$ cat src/rtl/stream_packer.sv
// stream_packer
// Packs PACK_RATIO narrow upstream beats into one wide downstream word.
// Beat k of a word lands in lane k (beat 0 in the LSBs). A packet may end
// early with up_last; the word is then emitted with only the filled lanes,
// upper lanes zeroed, and dn_keep giving the number of valid beats.
//
// Ports
//   clk      in   single clock, rising edge
//   rst      in   asynchronous active-high reset
//   up_bus   in   DATA_WIDTH            upstream beat
//   up_val   in   1                     upstream beat valid
//   up_last  in   1                     final beat of a packet (qualified by up_val)
//   up_rdy   out  1                     block accepts a beat this cycle
//   dn_bus   out  DATA_WIDTH*PACK_RATIO packed word
//   dn_keep  out  clog2(PACK_RATIO+1)   number of valid beats in dn_bus
//   dn_val   out  1                     dn_bus/dn_keep valid
//   dn_rdy   in   1                     downstream accepts the word
module stream_packer #(
    parameter int DATA_WIDTH = 7,
    parameter int PACK_RATIO = 4
) (
    input  logic                               clk,
    input  logic                               rst,
    input  logic [DATA_WIDTH-1:0]              up_bus,
    input  logic                               up_val,
    input  logic                               up_last,
    output logic                               up_rdy,
    output logic [DATA_WIDTH*PACK_RATIO-1:0]   dn_bus,
    output logic [$clog2(PACK_RATIO+1)-1:0]    dn_keep,
    output logic                               dn_val,
    input  logic                               dn_rdy
);

    localparam int BUS_W  = DATA_WIDTH * PACK_RATIO;
    localparam int CNT_W  = $clog2(PACK_RATIO);
    localparam int KEEP_W = $clog2(PACK_RATIO + 1);

    logic [BUS_W-1:0] acc;
    logic [CNT_W-1:0] cnt;
    logic             take;
    logic             completing;
    logic [BUS_W-1:0] merged;

    // Lanes below the current one come from the accumulator, the current
    // lane takes the incoming beat and everything above is forced to zero.
    // The same image serves as the next accumulator for a non-completing
    // beat and as the output word for a completing one.
    function automatic logic [BUS_W-1:0] merge_lanes(
        input logic [BUS_W-1:0]      acc_in,
        input logic [DATA_WIDTH-1:0] beat,
        input logic [CNT_W-1:0]      lane
    );
        logic [BUS_W-1:0] w;
        w = '0;
        for (int l = 0; l < PACK_RATIO; l++) begin
            if (l < int'(lane)) begin
                w[l*DATA_WIDTH +: DATA_WIDTH] = acc_in[l*DATA_WIDTH +: DATA_WIDTH];
            end else if (l == int'(lane)) begin
                w[l*DATA_WIDTH +: DATA_WIDTH] = beat;
            end
        end
        return w;
    endfunction

    // The output register frees up either because it is empty or because
    // it is being drained on this edge; up_val plays no part, so there is
    // no combinational loop through the upstream handshake.
    assign up_rdy = !rst && (!dn_val || dn_rdy);

    always_comb begin
        take       = up_val && up_rdy;
        completing = (cnt == CNT_W'(PACK_RATIO - 1)) || up_last;
        merged     = merge_lanes(acc, up_bus, cnt);
    end

    // Accumulator / output register stage
    always_ff @(posedge clk or posedge rst) begin
        if (rst) begin
            acc     <= '0;
            cnt     <= '0;
            dn_bus  <= '0;
            dn_keep <= '0;
            dn_val  <= 1'b0;
        end else begin
            if (take) begin
                if (completing) begin
                    dn_bus  <= merged;
                    dn_keep <= KEEP_W'(cnt) + KEEP_W'(1);
                    acc     <= '0;
                    cnt     <= '0;
                end else begin
                    acc <= merged;
                    cnt <= cnt + CNT_W'(1);
                end
            end
            // A new word loading on a drain edge keeps dn_val high, so
            // back-to-back words need no bubble.
            if (take && completing) begin
                dn_val <= 1'b1;
            end else if (dn_rdy) begin
                dn_val <= 1'b0;
            end
        end
    end

endmodule

$ cat config.mk
export PLATFORM = sky130hd
export DESIGN_NAME = stream_packer
export DESIGN_NICKNAME = d
export VERILOG_FILES = /design/src/rtl/stream_packer.sv
export SDC_FILE = /design/constraint.sdc
export NUM_CORES = 1
export LEC_CHECK = 0
export BUFFER_PORTS_ARGS = -buffer_cell sky130_fd_sc_hd__buf_2
export CAP_MARGIN = 20
export CORE_MARGIN = 3
export CORE_UTILIZATION = 40
export DETAILED_ROUTE_END_ITERATION = 6
export GPL_ROUTABILITY_DRIVEN = 0
export PLACE_DENSITY = 0.73
export SYNTH_ARGS = -nofsm -noshare
export SYNTH_HDL_FRONTEND = slang
export SYNTH_SLANG_ARGS = --single-unit
$ cat constraint.sdc
create_clock -name clk -period 2.55 [get_ports clk]
set_clock_uncertainty 0.15 [all_clocks]
set_input_delay 0 -clock clk [delete_from_list [all_inputs] [get_ports clk]]
set_output_delay 0 -clock clk [all_outputs]
set_load 0.03 [all_outputs]
* Word-level counts from Yosys, hierarchy flattened
Cells that the tools add are included.
** Operators by class
- $add $sub $neg :: 2
- $lt $le $gt $ge :: 3
- Equality and inequality tests :: 4
- Muxes and demuxes :: 11
- Reduce and logical (&&, ||, !) cells :: 10
** Operator list (number)
- two-way mux 7 bit :: 7
- two-way mux 21 bit :: 1
- equality test 2 bit, first input constant :: 2
- less-than comparator 1 x 2 -> 1 bit, first input constant :: 2
- adder 2 x 1 -> 3 bit, second input constant :: 1
- logical AND 1 bit :: 3
- adder 2 x 1 -> 2 bit, second input constant :: 1
- equality test 1 x 2 -> 1 bit, first input constant :: 1
- equality test 2 bit, second input constant :: 1
- zero test 1 bit :: 2
- zero test 2 bit :: 1
- logical OR 1 bit :: 2
- less-than comparator 2 bit, first input constant :: 1
- two-way mux 1 bit :: 2
- two-way mux 2 bit :: 1
- AND reduction 2 bit :: 1
- nonzero test 2 bit :: 1
** Word-level totals
- Register bits :: 55
- Input port bits :: 12
- Output and inout port bits :: 33
- Logic and storage cells :: 35

* Logic depth before layout (Yosys ltp)
Gate-level depths: netlist (run 1).
- Depth in word-level cells :: 6
- Depth in mapped cells :: 7
- Gate-level depth less buffers :: 5

* Least setup slack after synthesis (run 1)
No wires, ideal clock.
- Path kind :: flip-flop to flip-flop
- Start point :: reg cnt[1]
- End point :: reg dn_bus[0]
- Library setup time :: 127 ps
- Arrival time :: 1817 ps
- Required time :: 2273 ps
- Setup slack :: 456 ps
- Stages on the path, launching flop included :: 8
- Path buffers :: 3
- Clock period less this slack :: 2094 ps
- Path through :: dfrtp_1 > clkbuf_1 > inv_1 > ha_1 > buf_2 > buf_2 > mux2_1 > mux2_1
** On the way
- Word-level cells in the longest chain between the ends :: 3
- Elaborated cells between the ends (all ways) :: 7
- Classes of those cells :: 1 x order compare; 1 x eq/ne; 2 x mux; 3 x reduce/logical
** RTL lines
- start, declared :: RTL line 39 : logic [CNT_W-1:0] cnt;
- start signal, assigned :: RTL line 93 : cnt <= cnt + CNT_W'(1);
- zero test 2 bit or equality test 2 bit (tied branches) :: RTL line 58, 72
- two-way mux 7 bit or logical OR 1 bit (tied branches) :: RTL line 58, 72
- two-way mux 7 bit or AND reduction 2 bit (tied branches)
- end signal, assigned :: RTL line 87 : dn_bus <= merged;
- end, declared :: RTL line 28 : output logic [DATA_WIDTH*PACK_RATIO-1:0] dn_bus,
Parallel ways exist; a longest one is shown, timed or not.
A chain may end at the register's enable or synchronous reset.

* Worst setup path in the final report (run 1)
- Start point :: reg cnt[1]
- End point :: reg dn_bus[5]
Same word-level chain as after synthesis.

==> results of run 1 <==
area by class of cell:
class	count	share of cell area, %
flip-flops and latches	55	46.4
multi-input cells	100	32.7
repair buffers	62	13.0
well taps	72	3.04
clock buffers	6	2.45
clock inverters	2	2.02
inverters	3	0.380
flip-flops by register name, indices dropped and copies added (netlist names):
| signal | flops |
|---|---|
| acc | 21 |
| cnt | 2 |
| dn_bus | 28 |
| dn_keep | 3 |
| dn_val | 1 |
worst register-to-register path, stage by stage, from the launching register on:
cell and delay [ns]:
dfrtp_1 0.55, inv_1 0.15, ha_1 0.55, mux2_1 0.38, mux2_1 0.29
logic make-up after synthesis:
family,Yosys count
buf+inv,15
compound gates,48
mux,31
fa+ha+maj,5
flops,55
simple gates,16
metal layers:
layer / share of wire (%) / global-route usage [%] / vias to the layer above
met4: 1.1 / 4.39 / 0
met1: 47 / 22.7 / 854
li1: - / - / 766
met5: 0 / 0 / -
met2: 45 / 22.9 / 55
met3: 6.5 / 4.15 / 4
synthesized netlist by cell type (3+ instances only):
master | n | area share (%)
dfrtp_1 | 55 | 57
mux2_1 | 27 | 13
a22o_1 | 21 | 7.6
a32o_1 | 21 | 8.7
buf_2 | 8 | 1.6
ha_1 | 5 | 2.6
mux2_2 | 4 | 1.9
inv_1 | 3 | 0.46
nand2_1 | 3 | 0.46
nor2b_2 | 3 | 1.1
per-stage QoR:
stage,area (um^2),std cells
3_5_place_dp,2710,280
3_3_place_gp,2710,280
6_report,2970,300
4_1_cts,2970,300
5_1_grt,2970,300
2_1_floorplan,2430,170
power by group through the flow:
stage	Combinational (uW)	Sequential (uW)	Clock, uW
final	798	1140	669
after global routing	859	1160	729
after CTS	808	1140	689
after detailed placement	788	1160	0
after global placement	777	1150	0
after floorplan	327	1390	0
worst min path at each step:
stage	cells past startpoint	from	to	slack, ns
finish	3	rst	acc[19]	0.17
global route	3	rst	dn_bus[19]	0.21
CTS	3	rst	acc[19]	0.17
detailed placement	2	rst	acc[18]	-0.04
global placement	2	rst	acc[18]	-0.04
floorplan	1	rst	up_rdy	-0.04
==> flow_metrics.env, run 1 <==
export IMPL_synthAdderAreaFrac_pct=2.58
export IMPL_ff_latch_area_mm2=0.00138
export IMPL_die_h_um=83.9
export IMPL_rows=27
export IMPL_cp_depth=4
export IMPL_grtUsageTotal_pct=15.6
export IMPL_power_frac_seq_pct=43.6
export IMPL_crit_start="cnt[1]"
export IMPL_nets=244
export IMPL_rsz0062_at_grt="no"
export IMPL_cts_tree="done"
export IMPL_cts_made_buffers=5
export IMPL_synth_xor_area_share_pct=0
export IMPL_initial_utilization_pct=42.8
export IMPL_fin_crit_ns=2.19
export IMPL_endpoint="dn_bus[5]"
export IMPL_syn_to_final_growth_pct=22.2
export IMPL_ys_flop_type="dfrtp_1"
export IMPL_worstReg2RegEnd="dn_bus[5]"
export IMPL_grt_pass1_vias=1662
export IMPL_synth_compound_area_share_pct=18.3
export IMPL_crit_type="reg -> reg"
export IMPL_comb_power_share_pct=30.7
export IMPL_switching_power_uw=878
export IMPL_vias_per_cell=5.60
export IMPL_cp_end_kind="register"
export IMPL_io_pins=45
export IMPL_internal_power_uw=1730
export IMPL_drive_gt1_share_pct=30.3
export IMPL_crit_fanout=15
export IMPL_die_area_mm2=0.00704
export IMPL_dp_final_hpwl_um=3450
export IMPL_critPathMostFrequentCell="mux2_1"
export IMPL_fill_cells=512
export IMPL_setup_viol_count_final=0
export IMPL_vdd_drop_max_mv=0.433
export IMPL_synthesis_area_mm2=0.00243
export IMPL_layout_commonest_cell="dfrtp_1"
export IMPL_grt_max_degree=26
export IMPL_pwr_density_cell_mw_per_mm2=878
export IMPL_avgRoutedWirePerCell_um=17.2
export IMPL_antenna_found_initial=0
export IMPL_drc_errors=0
export IMPL_hold_viol_final=0
export IMPL_first_pass_iters=4
export IMPL_cts_max_level=2
export IMPL_pre_cts_slack_ns=0.389
export IMPL_overflow=0
export IMPL_async_reset_ff_share_pct=100
export IMPL_r2r_slack_ns=0.36
export IMPL_fin_worst_hold_slack_ns=0.167
export IMPL_finalMaxSlewViolations=0
export IMPL_cts_root_buf="clkbuf_8"
export IMPL_r2r_start="cnt[1]"
export IMPL_crit_arrival_ns=2.23
export IMPL_io_buffer_count=44
export IMPL_cp_cell_sequence="inv_1 -> ha_1 -> mux2_1 -> mux2_1"
export IMPL_avgSynthCellArea_um2=14.3
export IMPL_yosysSeqAreaShare_pct=56.7
export IMPL_worst_slew_pin_slew_ns=0.887
export IMPL_cp_slowest_cell="dfrtp_1"
export IMPL_path_clk_slew_ns=0.10
export IMPL_critical_path_max_stage_delay_ns=0.55
export IMPL_rr_worst_depth=4
export IMPL_synth_cell_type_count=25
export IMPL_max_clock_path_buffers=2
export IMPL_grt_pass1_wl_um=8600
export IMPL_final_util_pct=52.3
export IMPL_hold_buffers=12
export IMPL_cp_num_buf_inv=1
export IMPL_drt_total_wl_um=5150
export IMPL_drt_iter0_drc=120
export IMPL_status="finished clean"
export IMPL_chipWidth_um=83.9
export IMPL_post_cts_buffers=0
export IMPL_crit_required_ns=2.59
export IMPL_multi_input_area_um2=971
export IMPL_synth_top_family_by_area="compound AO/OA/AOI/OAI gates"
export IMPL_final_period_utilization_pct=85.8
export IMPL_syn_nets=187
export IMPL_final_cell_mix="dfrtp_1 (55), buf_2 (44), mux2_1 (27), a32o_1 (21), a22o_1 (21)"
export IMPL_synth_mux_area_share_pct=14.4
export IMPL_power_leakage_uw=0.00149
export IMPL_finalSetupTns_ns=0
export IMPL_drtAntennaViolNets=0
export IMPL_ys_ff_latch=55
export IMPL_pwr_share_clk_pct=25.7
export IMPL_synthCells=170
export IMPL_vias=1679
export IMPL_p_total_uw=2600
export IMPL_synth_edf_count=0
export IMPL_cts_resized_gates=0
export IMPL_synthSimpleGateAreaFrac_pct=4.69
export IMPL_cp_top_family="multiplexers"
export IMPL_clk_insertion_delay_late_ns=0.31
export IMPL_timing_fmax_mhz=457
export IMPL_cts_num_sinks=55
export IMPL_max_slew_margin_pct=40.7
export IMPL_fp_coreArea_mm2=0.00568
export IMPL_yosys_warnings=0
export IMPL_fin_ws_ns=0.361
export IMPL_max_cap_violations=0
export IMPL_critPathLaunchType="register"
export IMPL_swShare_pct=33.7
export IMPL_min_path_type="in -> async"
export IMPL_antenna_cells_inserted=0
No activity file was read; power rests on OpenSTA's default activity.
==> run 2: changes to the inputs <==
CORE_UTILIZATION = 55   (was 40)
PLACE_DENSITY = 0.91   (was 0.73)
==> run 2 against run 1 <==
Wire length fell by 1.3%; maximum frequency shrank 0.20%; worst setup slack worse by 0.0043 ns; design area fell by 1.6%; sequential power about the same; critical path type unchanged; largest cell class unchanged; highest routed layer unchanged.
==> flow_metrics.env, run 2 (synthesis results as in run 1) <==
export IMPL_drt_iter0_drc=130
export IMPL_grt_max_degree=30
export IMPL_top_regs="dn_bus (28), acc (21), dn_keep (3)"
export IMPL_crit_required_ns=2.64
export IMPL_grtUsageTotal_pct=21.0
export IMPL_avgRoutedWirePerCell_um=18.4
export IMPL_finalSetupTns_ns=0
export IMPL_first_pass_iters=4
export IMPL_crit_fanout=15
export IMPL_antenna_cells_inserted=0
export IMPL_post_cts_buffers=0
export IMPL_grt_pass1_wl_um=8290
export IMPL_layout_commonest_cell="dfrtp_1"
export IMPL_regMostFlops="dn_bus"
export IMPL_largest_reg_flops=28
export IMPL_place_inst=257
export IMPL_vias=1672
export IMPL_fin_crit_ns=2.19
export IMPL_internal_power_uw=1650
export IMPL_hold_viol_final=0
export IMPL_crit_type="reg -> reg"
export IMPL_final_period_utilization_pct=86.0
export IMPL_syn_to_final_growth_pct=20.2
export IMPL_initial_utilization_pct=59.0
export IMPL_drive_gt1_share_pct=30.5
export IMPL_cts_tree="done"
export IMPL_die_h_um=72.5
export IMPL_final_cell_mix="dfrtp_1 (55), buf_2 (44), mux2_1 (27), a32o_1 (21), a22o_1 (21)"
export IMPL_final_util_pct=70.9
export IMPL_io_buffer_count=44
export IMPL_clk_insertion_delay_late_ns=0.30
export IMPL_drt_total_wl_um=5080
export IMPL_worst_slew_pin_slew_ns=0.873
export IMPL_io_pins=45
export IMPL_fp_coreArea_mm2=0.00412
export IMPL_path_clk_slew_ns=0.09
export IMPL_max_slew_margin_pct=41.7
export IMPL_final_cells=276
export IMPL_drtAntennaViolNets=0
export IMPL_vdd_drop_max_mv=0.527
export IMPL_grt_pass1_vias=1654
export IMPL_swShare_pct=34.5
export IMPL_drc_errors=0
export IMPL_cts_made_buffers=5
export IMPL_max_clock_path_buffers=2
export IMPL_dp_final_hpwl_um=3360
export IMPL_power_leakage_uw=0.00149
export IMPL_comb_power_share_pct=31.7
export IMPL_crit_arrival_ns=2.28
export IMPL_max_cap_violations=0
export IMPL_overflow=0
export IMPL_power_frac_seq_pct=45.1
export IMPL_p_total_uw=2520
export IMPL_switching_power_uw=869
export IMPL_cts_max_level=2
export IMPL_timing_fmax_mhz=456
export IMPL_cts_num_sinks=55
export IMPL_setup_viol_count_final=0
export IMPL_finalMaxSlewViolations=0
export IMPL_rows=23
export IMPL_pwr_share_clk_pct=23.2
export IMPL_critPathLaunchType="register"
export IMPL_rsz0062_at_grt="no"
export IMPL_status="finished clean"
export IMPL_antenna_found_initial=0
export IMPL_die_area_mm2=0.00525
export IMPL_cp_end_kind="register"
export IMPL_nets=242
export IMPL_cts_resized_gates=0
export IMPL_vias_per_cell=6.06
export IMPL_min_path_type="in -> async"
export IMPL_pwr_density_cell_mw_per_mm2=863
export IMPL_cts_root_buf="clkbuf_8"
export IMPL_chipWidth_um=72.5
[run 2: cell types whose count changed in the layout (fill, tap and decap cells not counted)]
cell           previous run  this run
clkbuf_1                  1         0
buf_12                    0         1
bufinv_16                 2         1
clkinv_2                  0         1
dlygate4sd3_1            12        11
buf_4                     6         4
clkbuf_8                  5         6
[run 2: metrics by stage]
stage / hold slack, ns / instance area [um^2] / setup slack [ns]
after detailed placement: -0.0203 / 2690 / 0.368
final: 0.186 / 2920 / 0.357
after CTS: 0.192 / 2920 / 0.351
after global routing: 0.231 / 2920 / 0.173
after floorplan: -0.0382 / 2430 / 0.456
after global placement: -0.0279 / 2690 / 0.465
[run 2: repair_timing]
action	CTS	global route
hold buffers	11	0
setup endpoints to repair	0	0
hold endpoints to repair	57	0
[run 2: path summary, 6_finish.rpt]
check | end | startpoint | slack, ns | cells after the start
max reg2reg | acc[1] | cnt[1] | 0.36 | 4
max | acc[1] | cnt[1] | 0.36 | 4
min in group clk | dn_bus[16] | dn_bus[16] | 0.33 | 1
min reg2reg | dn_bus[16] | dn_bus[16] | 0.33 | 1
min | dn_bus[19] | rst | 0.19 | 3
max in group asynchronous | dn_bus[1] | rst | 1.52 | 4
[run 2: layout make-up]
type	count	area, um^2
clock buffer	6	82.6
clock inverter	2	35.0
fill	304	1200
inverter	3	11.3
multi-input combinational	100	971
sequential	55	1380
tap	50	62.6
timing repair buffer	60	380
[run 2: metal layers]
metal | share of wire, % | wire length [um] | vias up | global-route usage [%]
li1 | - | - | 764 | -
met1 | 42 | 2130 | 847 | 28.4
met2 | 50 | 2560 | 57 | 34.8
met3 | 6.9 | 349 | 4 | 4.43
met4 | 0.75 | 38 | 0 | 5.12
met5 | 0 | 0 | - | 0
[run 2: worst max-delay path, stage by stage, from the launching register on]
cell and delay, ns:
dfrtp_1 0.60, inv_1 0.12, ha_1 0.42, o311ai_2 0.62, a32o_1 0.21
[run 2: power groups by stage]
| stage | Clock [uW] | Combinational [uW] | Sequential, uW |
|---|---|---|---|
| 2_1_floorplan | 0 | 327 | 1390 |
| 3_3_place_gp | 0 | 770 | 1150 |
| 3_5_place_dp | 0 | 789 | 1160 |
| 4_1_cts | 598 | 806 | 1140 |
| 5_1_grt | 631 | 855 | 1160 |
| 6_report | 583 | 798 | 1140 |
==> run 3: changes to the inputs <==
CORE_ASPECT_RATIO = 1.25   (was default)
==> run 3 against run 2 <==
Worst setup slack improved by 0.0036 ns; cell count up 2.5%; wire length shrank 3.9%; maximum frequency is 0.16% higher; largest power group unchanged; design area fell by 1.2%; critical path type unchanged; combinational power hardly changed.
==> flow_metrics.env, run 3 (synthesis results as in run 1) <==
export IMPL_status="finished clean"
export IMPL_top_regs="dn_bus (28), acc (21), dn_keep (3)"
export IMPL_worstReg2RegEnd="dn_bus[6]"
export IMPL_clk_insertion_delay_late_ns=0.30
export IMPL_nets=243
export IMPL_cts_made_buffers=5
export IMPL_crit_required_ns=2.59
export IMPL_place_inst=264
export IMPL_antenna_found_initial=0
export IMPL_cp_end_kind="register"
export IMPL_grt_max_degree=30
export IMPL_regMostFlops="dn_bus"
export IMPL_hold_viol_final=0
export IMPL_fin_worst_hold_slack_ns=0.179
export IMPL_vias_per_cell=5.77
export IMPL_io_pins=45
export IMPL_max_cap_violations=0
export IMPL_fp_coreArea_mm2=0.00416
export IMPL_rows=26
export IMPL_power_leakage_uw=0.00147
export IMPL_final_cell_mix="dfrtp_1 (55), buf_2 (44), mux2_1 (27), a32o_1 (21), a22o_1 (21)"
export IMPL_critPathMostFrequentCell="mux2_1"
export IMPL_drtAntennaViolNets=0
export IMPL_syn_to_final_growth_pct=18.8
export IMPL_fin_ws_ns=0.361
export IMPL_cts_num_sinks=55
export IMPL_crit_type="reg -> reg"
export IMPL_final_cells=283
export IMPL_io_buffer_count=44
export IMPL_vias=1632
export IMPL_finalInstanceArea_mm2=0.00289
export IMPL_place_area_mm2=0.00269
export IMPL_chipWidth_um=65.4
export IMPL_dp_final_hpwl_um=3480
export IMPL_layout_commonest_cell="dfrtp_1"
export IMPL_drc_errors=0
export IMPL_drive_gt1_share_pct=30.0
export IMPL_largest_reg_flops=28
export IMPL_drt_iter0_drc=35
export IMPL_fin_crit_ns=2.19
export IMPL_endpoint="dn_bus[6]"
export IMPL_avgRoutedWirePerCell_um=17.2
export IMPL_final_period_utilization_pct=85.9
export IMPL_path_clk_slew_ns=0.09
export IMPL_crit_start="cnt[1]"
export IMPL_rsz0062_at_grt="no"
export IMPL_critical_path_max_stage_delay_ns=0.55
export IMPL_vdd_drop_max_mv=0.576
export IMPL_grtUsageTotal_pct=20.7
export IMPL_pwr_density_cell_mw_per_mm2=826
export IMPL_drt_total_wl_um=4880
export IMPL_cp_slowest_cell="dfrtp_1"
export IMPL_first_pass_iters=4
export IMPL_crit_fanout=15
export IMPL_cts_max_level=2
export IMPL_cp_cell_sequence="inv_1 -> ha_1 -> mux2_1 -> mux2_1"
export IMPL_finalSetupTns_ns=0
export IMPL_initial_utilization_pct=58.3
export IMPL_antenna_cells_inserted=0
export IMPL_overflow=0
export IMPL_r2r_slack_ns=0.36
export IMPL_r2r_start="cnt[1]"
export IMPL_pre_cts_slack_ns=0.380
export IMPL_max_clock_path_buffers=2
export IMPL_crit_arrival_ns=2.23
export IMPL_grt_pass1_wl_um=8090
export IMPL_critPathLaunchType="register"
export IMPL_die_area_mm2=0.00525
export IMPL_worst_slew_pin_slew_ns=0.854
export IMPL_setup_viol_count_final=0
export IMPL_min_path_type="in -> async"
export IMPL_grt_pass1_vias=1650
export IMPL_finalMaxSlewViolations=0
export IMPL_cts_tree="done"
export IMPL_rr_worst_depth=4
export IMPL_die_h_um=80.3
export IMPL_max_slew_margin_pct=42.9
export IMPL_cts_root_buf="clkbuf_8"
export IMPL_timing_fmax_mhz=457
-- run 3: cell count changes in the layout (fill, tap and decap cells not counted), sizes merged --
cell / change
bufinv: -1
buf: +1
clkbuf: +1
-- run 3: routing by layer --
metal	part of all wire (%)	vias up	routed length, um	track usage [%]
met5	0	-	0	0
met4	1.2	0	61	8.30
met3	4.9	5	237	4.76
met2	51	46	2480	32.6
met1	43	815	2110	27.7
li1	-	766	-	-
-- run 3: how the worst min path moves through the flow --
stage	from	to	slack, ns	cells past startpoint
finish	rst	acc[2]	0.18	3
CTS	rst	dn_keep[1]	0.20	3
global route	rst	acc[1]	0.24	3
detailed placement	rst	dn_keep[2]	-0.01	2
global placement	rst	dn_keep[2]	-0.02	2
floorplan	rst	up_rdy	-0.04	1
-- run 3: where the power goes --
part           internal (uW)  leakage (uW)  total (uW)  switching [uW]
Sequential              1040      0.000737        1140            96.8
Clock                    193     0.0000422         450             257
Combinational            288      0.000688         795             506
Total                   1520       0.00147        2380             860
-- run 3: worst max-delay path: cells and delay by family, from the launching register on --
family / cells / cell delay [ns]
multiplexers: 2 / 0.68
flip-flops: 1 / 0.55
adder cells (fa/ha/maj): 1 / 0.55
buffers and inverters: 1 / 0.14
-- run 3: timing repair --
item,CTS,global route
hold buffers,11,0
hold endpoints to repair,58,0
gates resized for setup,0,0
buffers inserted,0,0
-- run 3: through the flow --
step | util, % | power [uW]
after floorplan | - | 1710
after global placement | 64.7 | 1920
after detailed placement | 64.7 | 1950
after CTS | 69.3 | 2410
after global routing | 69.3 | 2510
final | 69.3 | 2380
-- run 3: layout make-up --
type	count	area, um^2
clock inverter	1	5.00
sequential	55	1380
tap	56	70.1
clock buffer	7	76.3
inverter	3	11.3
multi-input combinational	100	971
timing repair buffer	61	375
fill	321	1280
